<file path="src/rtl/matrix_mac_engine.sv">
// NxN unsigned matrix multiply C = A x B, one multiply-accumulate per clock.
// Define MATMUL_SAT_EN to saturate write-back at 2^DW-1 and report it on a sticky ovf flag.
module matrix_mac_engine #(
    parameter int N  = 4,
    parameter int DW = 16
) (
    input  logic                   clk,
    input  logic                   rst,
    input  logic                   wr_en,
    input  logic                   wr_sel,
    input  logic [$clog2(N*N)-1:0] wr_addr,
    input  logic [DW-1:0]          wr_data,
    input  logic                   start,
    output logic                   busy,
    output logic                   done,
    input  logic [$clog2(N*N)-1:0] rd_addr,
    output logic [DW-1:0]          rd_data,
    output logic                   ovf
);
    localparam int AW   = $clog2(N*N);
    localparam int NN   = N*N;
    localparam int CW   = $clog2(N);
    localparam int ACCW = 2*DW + $clog2(N);
    localparam logic [AW:0]   NN_LIM = (AW+1)'(NN);
    localparam logic [CW-1:0] LAST   = CW'(N-1);

    typedef enum logic [1:0] {IDLE, MAC, WRITE, DONE} state_t;

    state_t            state_reg;
    logic              busy_reg;
    logic              done_reg;
    logic              ovf_reg;
    logic [DW-1:0]     rd_data_reg;
    logic [ACCW-1:0]   acc_reg;
    logic [CW-1:0]     i_reg;
    logic [CW-1:0]     j_reg;
    logic [CW-1:0]     k_reg;
    logic [DW-1:0]     a_reg [NN];
    logic [DW-1:0]     b_reg [NN];
    logic [DW-1:0]     c_reg [NN];

    logic [AW-1:0]     a_idx;
    logic [AW-1:0]     b_idx;
    logic [AW-1:0]     c_idx;
    logic [ACCW-1:0]   prod;
    logic [DW-1:0]     wb_data;
    logic              wr_ok;
    logic              rd_ok;

    assign a_idx = AW'(i_reg * N + k_reg);
    assign b_idx = AW'(k_reg * N + j_reg);
    assign c_idx = AW'(i_reg * N + j_reg);
    assign prod  = ACCW'(a_reg[a_idx]) * ACCW'(b_reg[b_idx]);
    assign wr_ok = ({1'b0, wr_addr} < NN_LIM);
    assign rd_ok = ({1'b0, rd_addr} < NN_LIM);

`ifdef MATMUL_SAT_EN
    logic acc_over;
    assign acc_over = |acc_reg[ACCW-1:DW];
    assign wb_data  = acc_over ? {DW{1'b1}} : acc_reg[DW-1:0];
`else
    assign wb_data  = acc_reg[DW-1:0];
`endif

    assign busy    = busy_reg;
    assign done    = done_reg;
    assign ovf     = ovf_reg;
    assign rd_data = rd_data_reg;

    always_ff @(posedge clk) begin
        if (rst) begin
            state_reg <= IDLE;
            busy_reg  <= 1'b0;
            done_reg  <= 1'b0;
            ovf_reg   <= 1'b0;
            acc_reg   <= '0;
            i_reg     <= '0;
            j_reg     <= '0;
            k_reg     <= '0;
            for (int e = 0; e < NN; e++) begin
                a_reg[e] <= '0;
                b_reg[e] <= '0;
                c_reg[e] <= '0;
            end
        end else begin
            done_reg <= 1'b0;
            case (state_reg)
                IDLE: begin
                    // Operand write and start may share an edge; MAC reads the array a cycle later.
                    if (wr_en && wr_ok) begin
                        if (wr_sel) b_reg[wr_addr] <= wr_data;
                        else        a_reg[wr_addr] <= wr_data;
                    end
                    if (start) begin
                        state_reg <= MAC;
                        busy_reg  <= 1'b1;
                        ovf_reg   <= 1'b0;
                        acc_reg   <= '0;
                        i_reg     <= '0;
                        j_reg     <= '0;
                        k_reg     <= '0;
                    end
                end
                MAC: begin
                    acc_reg <= acc_reg + prod;
                    if (k_reg == LAST) begin
                        k_reg     <= '0;
                        state_reg <= WRITE;
                    end else begin
                        k_reg <= k_reg + 1'b1;
                    end
                end
                WRITE: begin
                    c_reg[c_idx] <= wb_data;
                    acc_reg      <= '0;
`ifdef MATMUL_SAT_EN
                    if (acc_over) ovf_reg <= 1'b1;
`endif
                    if (j_reg == LAST) begin
                        j_reg <= '0;
                        if (i_reg == LAST) begin
                            state_reg <= DONE;
                            busy_reg  <= 1'b0;
                        end else begin
                            i_reg     <= i_reg + 1'b1;
                            state_reg <= MAC;
                        end
                    end else begin
                        j_reg     <= j_reg + 1'b1;
                        state_reg <= MAC;
                    end
                end
                DONE: begin
                    done_reg  <= 1'b1;
                    state_reg <= IDLE;
                end
                default: state_reg <= IDLE;
            endcase
        end
    end

    always_ff @(posedge clk) begin
        if (rst) rd_data_reg <= '0;
        else     rd_data_reg <= rd_ok ? c_reg[rd_addr] : '0;
    end
endmodule
</file>
<file path="config.mk">
export PLATFORM = sky130hd
export DESIGN_NAME = matrix_mac_engine
export DESIGN_NICKNAME = d
export VERILOG_FILES = /design/src/rtl/matrix_mac_engine.sv
export SDC_FILE = /design/constraint.sdc
export NUM_CORES = 1
export LEC_CHECK = 0
export ABC_AREA = 1
export BUFFER_PORTS_ARGS = -buffer_cell sky130_fd_sc_hd__clkbuf_2
export CELL_PAD_IN_SITES_DETAIL_PLACEMENT = 0
export CELL_PAD_IN_SITES_GLOBAL_PLACEMENT = 1
export CORE_MARGIN = 4
export CORE_UTILIZATION = 45
export DETAILED_ROUTE_END_ITERATION = 6
export PLACE_DENSITY = 0.88
export SLEW_MARGIN = 5
export SYNTH_ARGS = -nofsm -noshare
export SYNTH_HDL_FRONTEND = slang
export SYNTH_SLANG_ARGS = --single-unit
export TNS_END_PERCENT = 100
</file>
<file path="constraint.sdc">
create_clock -name clk -period 6.4 [get_ports clk]
set_input_delay 1.28 -clock clk [delete_from_list [all_inputs] [get_ports clk]]
set_output_delay 1.28 -clock clk [all_outputs]
set_load 0.05 [all_outputs]
</file>
==> qor.txt <==
most common cell after layout, fill and taps aside - nor2_1
Synth area leaders - edfxtp_1 (57%), nor2_1 (11%), nand2_1 (5.5%)
Die Area - 0.09512 mm²
cell mode on critical path - fa_1
initial antenna violation count - 0
Final Non-Filler Cells - 5,516
Clock transition at path regs - 0.06 ns
sequential area share after synthesis - 0.5885
Core ar. - 0.08892 mm²
largest area contributor in the netlist - edfxtp_1
crit path buf inv count - 7
Iteration-0 DRC Markers - 3,875
clock sink total - 810
vias in the first global route - 28,970
Synthesis Warnings - 0
Max Freq - 160.9 MHz
Final Setup Violations - 0
clk_lat worst skew - 0.66 ns
fin area - 0.04609 mm²
failing checks - design-rule violations
Mapped Avg Cell Area - 9.574 µm²
Crit path largest cell delay - 0.56 ns
met3 wire len - 11,420 µm
Slowest-stage cell, CP - fa_1
Vias/cell - 5.526
min Tclk post-route - 6.217 ns
placed wire-length estimate - 69,180 µm
critical path type - reg -> reg
first drt pass iteration count - 7
Initial Utilization - 0.4567
cell area after synthesis - 0.04061 mm²
DIE WIDTH - 308.4 µm
Clock Tree Buf Depth - 3
RSZ-0062 raised after global routing - yes
WL/cell - 20.89 µm
final net count - 4,470
Post-Place Cell Area - 0.04231 mm²
area grow syn2layout - 13.49%
largest net degree at the start of global routing - 79
Final ANT Viol Nets - 0
hold_sp - acc_reg[3]
P per Cell Area - 386.5 mW/mm²
wire length on met1 - 46,040 µm
Yosys reg bits - 810
Post-Route Utilization - 0.5184
Met2 Wirelength - 54,480 µm
Rel. slew slack - 0.1976
Total Routed Length - 115,200 µm
worst-margin pin slew - 1.199 ns
GRT Util Overall - 0.2341
I/O Buffers - 46
Yosys cell types - 36
highest routed layer - met4
CTS Hold Bufs - 0
Worst setup EP type - flip-flop
CP required - 6.89 ns
antenna cell count - 0
final hold violation count - 0
commonest non-fill, non-tap cells in the layout - nor2_1 (1,173), edfxtp_1 (768), nand2_1 (582), inv_1 (384), o21ai_0 (270)
Max IR drop VDD - 0.8303 mV
gr ovfl total - 0
layout cells sized above 1 - 0.1057
crit path DAT - 6.71 ns
dpl cells - 5,318
TritonCTS Buffers - 87
CTS tree - done
Synthesized Nets - 4,426
Worst Setup Start Kind - flip-flop
Worst setup startpoint - k_reg[0]
Die Y - 308.4 µm
CTS root buf - clkbuf_16
Yosys top cell area share - 0.5678
GPL Wtd Cong - 0.8802
Leak Pwr - 18.91 nW
final clock skew - 0.03248 ns
H-tree levels - 3
TNS Setup - 0 ns
# DRC - 2
Worst Path Max Fanout - 9
period utilization - 0.9714
outcome - finished with violations
detailed-route via count - 30,480
max-slew violation count - 0
io pins - 48
Hold WC Path Type - reg -> reg
global-route wire length before repair - 171,600 µm
kind of cell adding the most delay to the critical path - adder cells
Max Cap Viol - 0
Mapped Cells - 4,242
worst reg2reg startpoint - k_reg[0]
Core Rows - 109
[kinds of logic (layout without fill, tap and decap cells)]
| family | after synthesis | count (layout) | synth area share |
|---|---|---|---|
| AND/OR/NAND/NOR | 2051 | 2051 | 0.1986 |
| flip-flops | 810 | 810 | 0.5885 |
| buffers and inverters | 706 | 815 | 0.07286 |
| AO/OA/AOI/OAI | 511 | 511 | 0.07301 |
| adder cells (fa/ha/maj) | 155 | 155 | 0.06513 |
| XOR/XNOR | 8 | 8 | 0.001725 |
| other | 1 | 1 | 0.00009233 |
[cells in the mapped netlist, drive strengths merged]
| cell | count |
|---|---|
| a22oi | 1 |
| a21o | 1 |
| o21ai | 308 |
| a31oi | 1 |
| xor2 | 3 |
| nor3 | 5 |
| xnor2 | 5 |
| or2 | 1 |
| o211ai | 66 |
| clkbuf | 197 |
| ha | 61 |
| a21oi | 55 |
| nand3b | 5 |
| a211oi | 1 |
| conb | 1 |
| buf | 98 |
| dfxtp | 42 |
| nor2 | 1177 |
| fa | 94 |
| and2 | 1 |
| nand3 | 255 |
| o22ai | 25 |
| o221ai | 53 |
| nand4 | 1 |
| inv | 398 |
| nand2 | 606 |
| clkinv | 13 |
| edfxtp | 768 |
[through the flow]
stage                     worst slack, ns  hold slack [ns]  total power [mW]
after floorplan                    0.4345           0.4450             10.14
after global placement             0.1393           0.4554             11.51
after detailed placement          0.09722           0.4587             11.63
after CTS                         0.03667           0.4654             16.57
after global routing              -0.1051           0.4964             18.87
final                              0.1831           0.4653             17.81
[metal layers]
metal | global-route usage | vias up
li1 | - | 14040
met4 | 0.06910 | 0
met3 | 0.03742 | 220
met1 | 0.3277 | 14640
met5 | 0 | -
met2 | 0.3799 | 1576
[worst paths after layout]
kind	endpoint	slack, ns	cells past startpoint
setup / recovery	acc_reg[15]	0.18	29
hold / removal	acc_reg[3]	0.47	2
setup reg to reg	acc_reg[15]	0.18	29
hold reg to reg	acc_reg[3]	0.47	2
[cell type report]
class | instances | area, µm²
Fill cell | 7864 | 42830
Inverter | 411 | 1569
Tap cell | 1165 | 1458
Sequential cell | 810 | 23910
Clock inverter | 43 | 444.2
Timing Repair Buffer | 248 | 2238
Multi-Input combinational cell | 2726 | 14090
Timing Repair inverter | 2 | 17.52
Clock buffer | 111 | 2361
[tightest hold or removal path: cells and delay by family, from the launching register on]
family | cells | cell delay, ns
AO/OA/AOI/OAI | 1 | 0.05
flip-flops | 1 | 0.31
AND/OR/NAND/NOR | 1 | 0.06
[where the power goes]
group          switching [mW]  leakage, nW  internal [mW]
clock                    2.12         1.36           2.86
combinational            4.09         9.29           2.67
sequential             0.0713         8.27           6.00
total                    6.28         18.9           11.5
[repair_timing]
| item | 4_1_cts | 5_1_grt |
|---|---|---|
| resized for setup | 0 | 118 |
| buffers inserted | 0 | 33 |
| setup endpoints to repair | 0 | 5 |
Power figures use the tool's default switching activity.
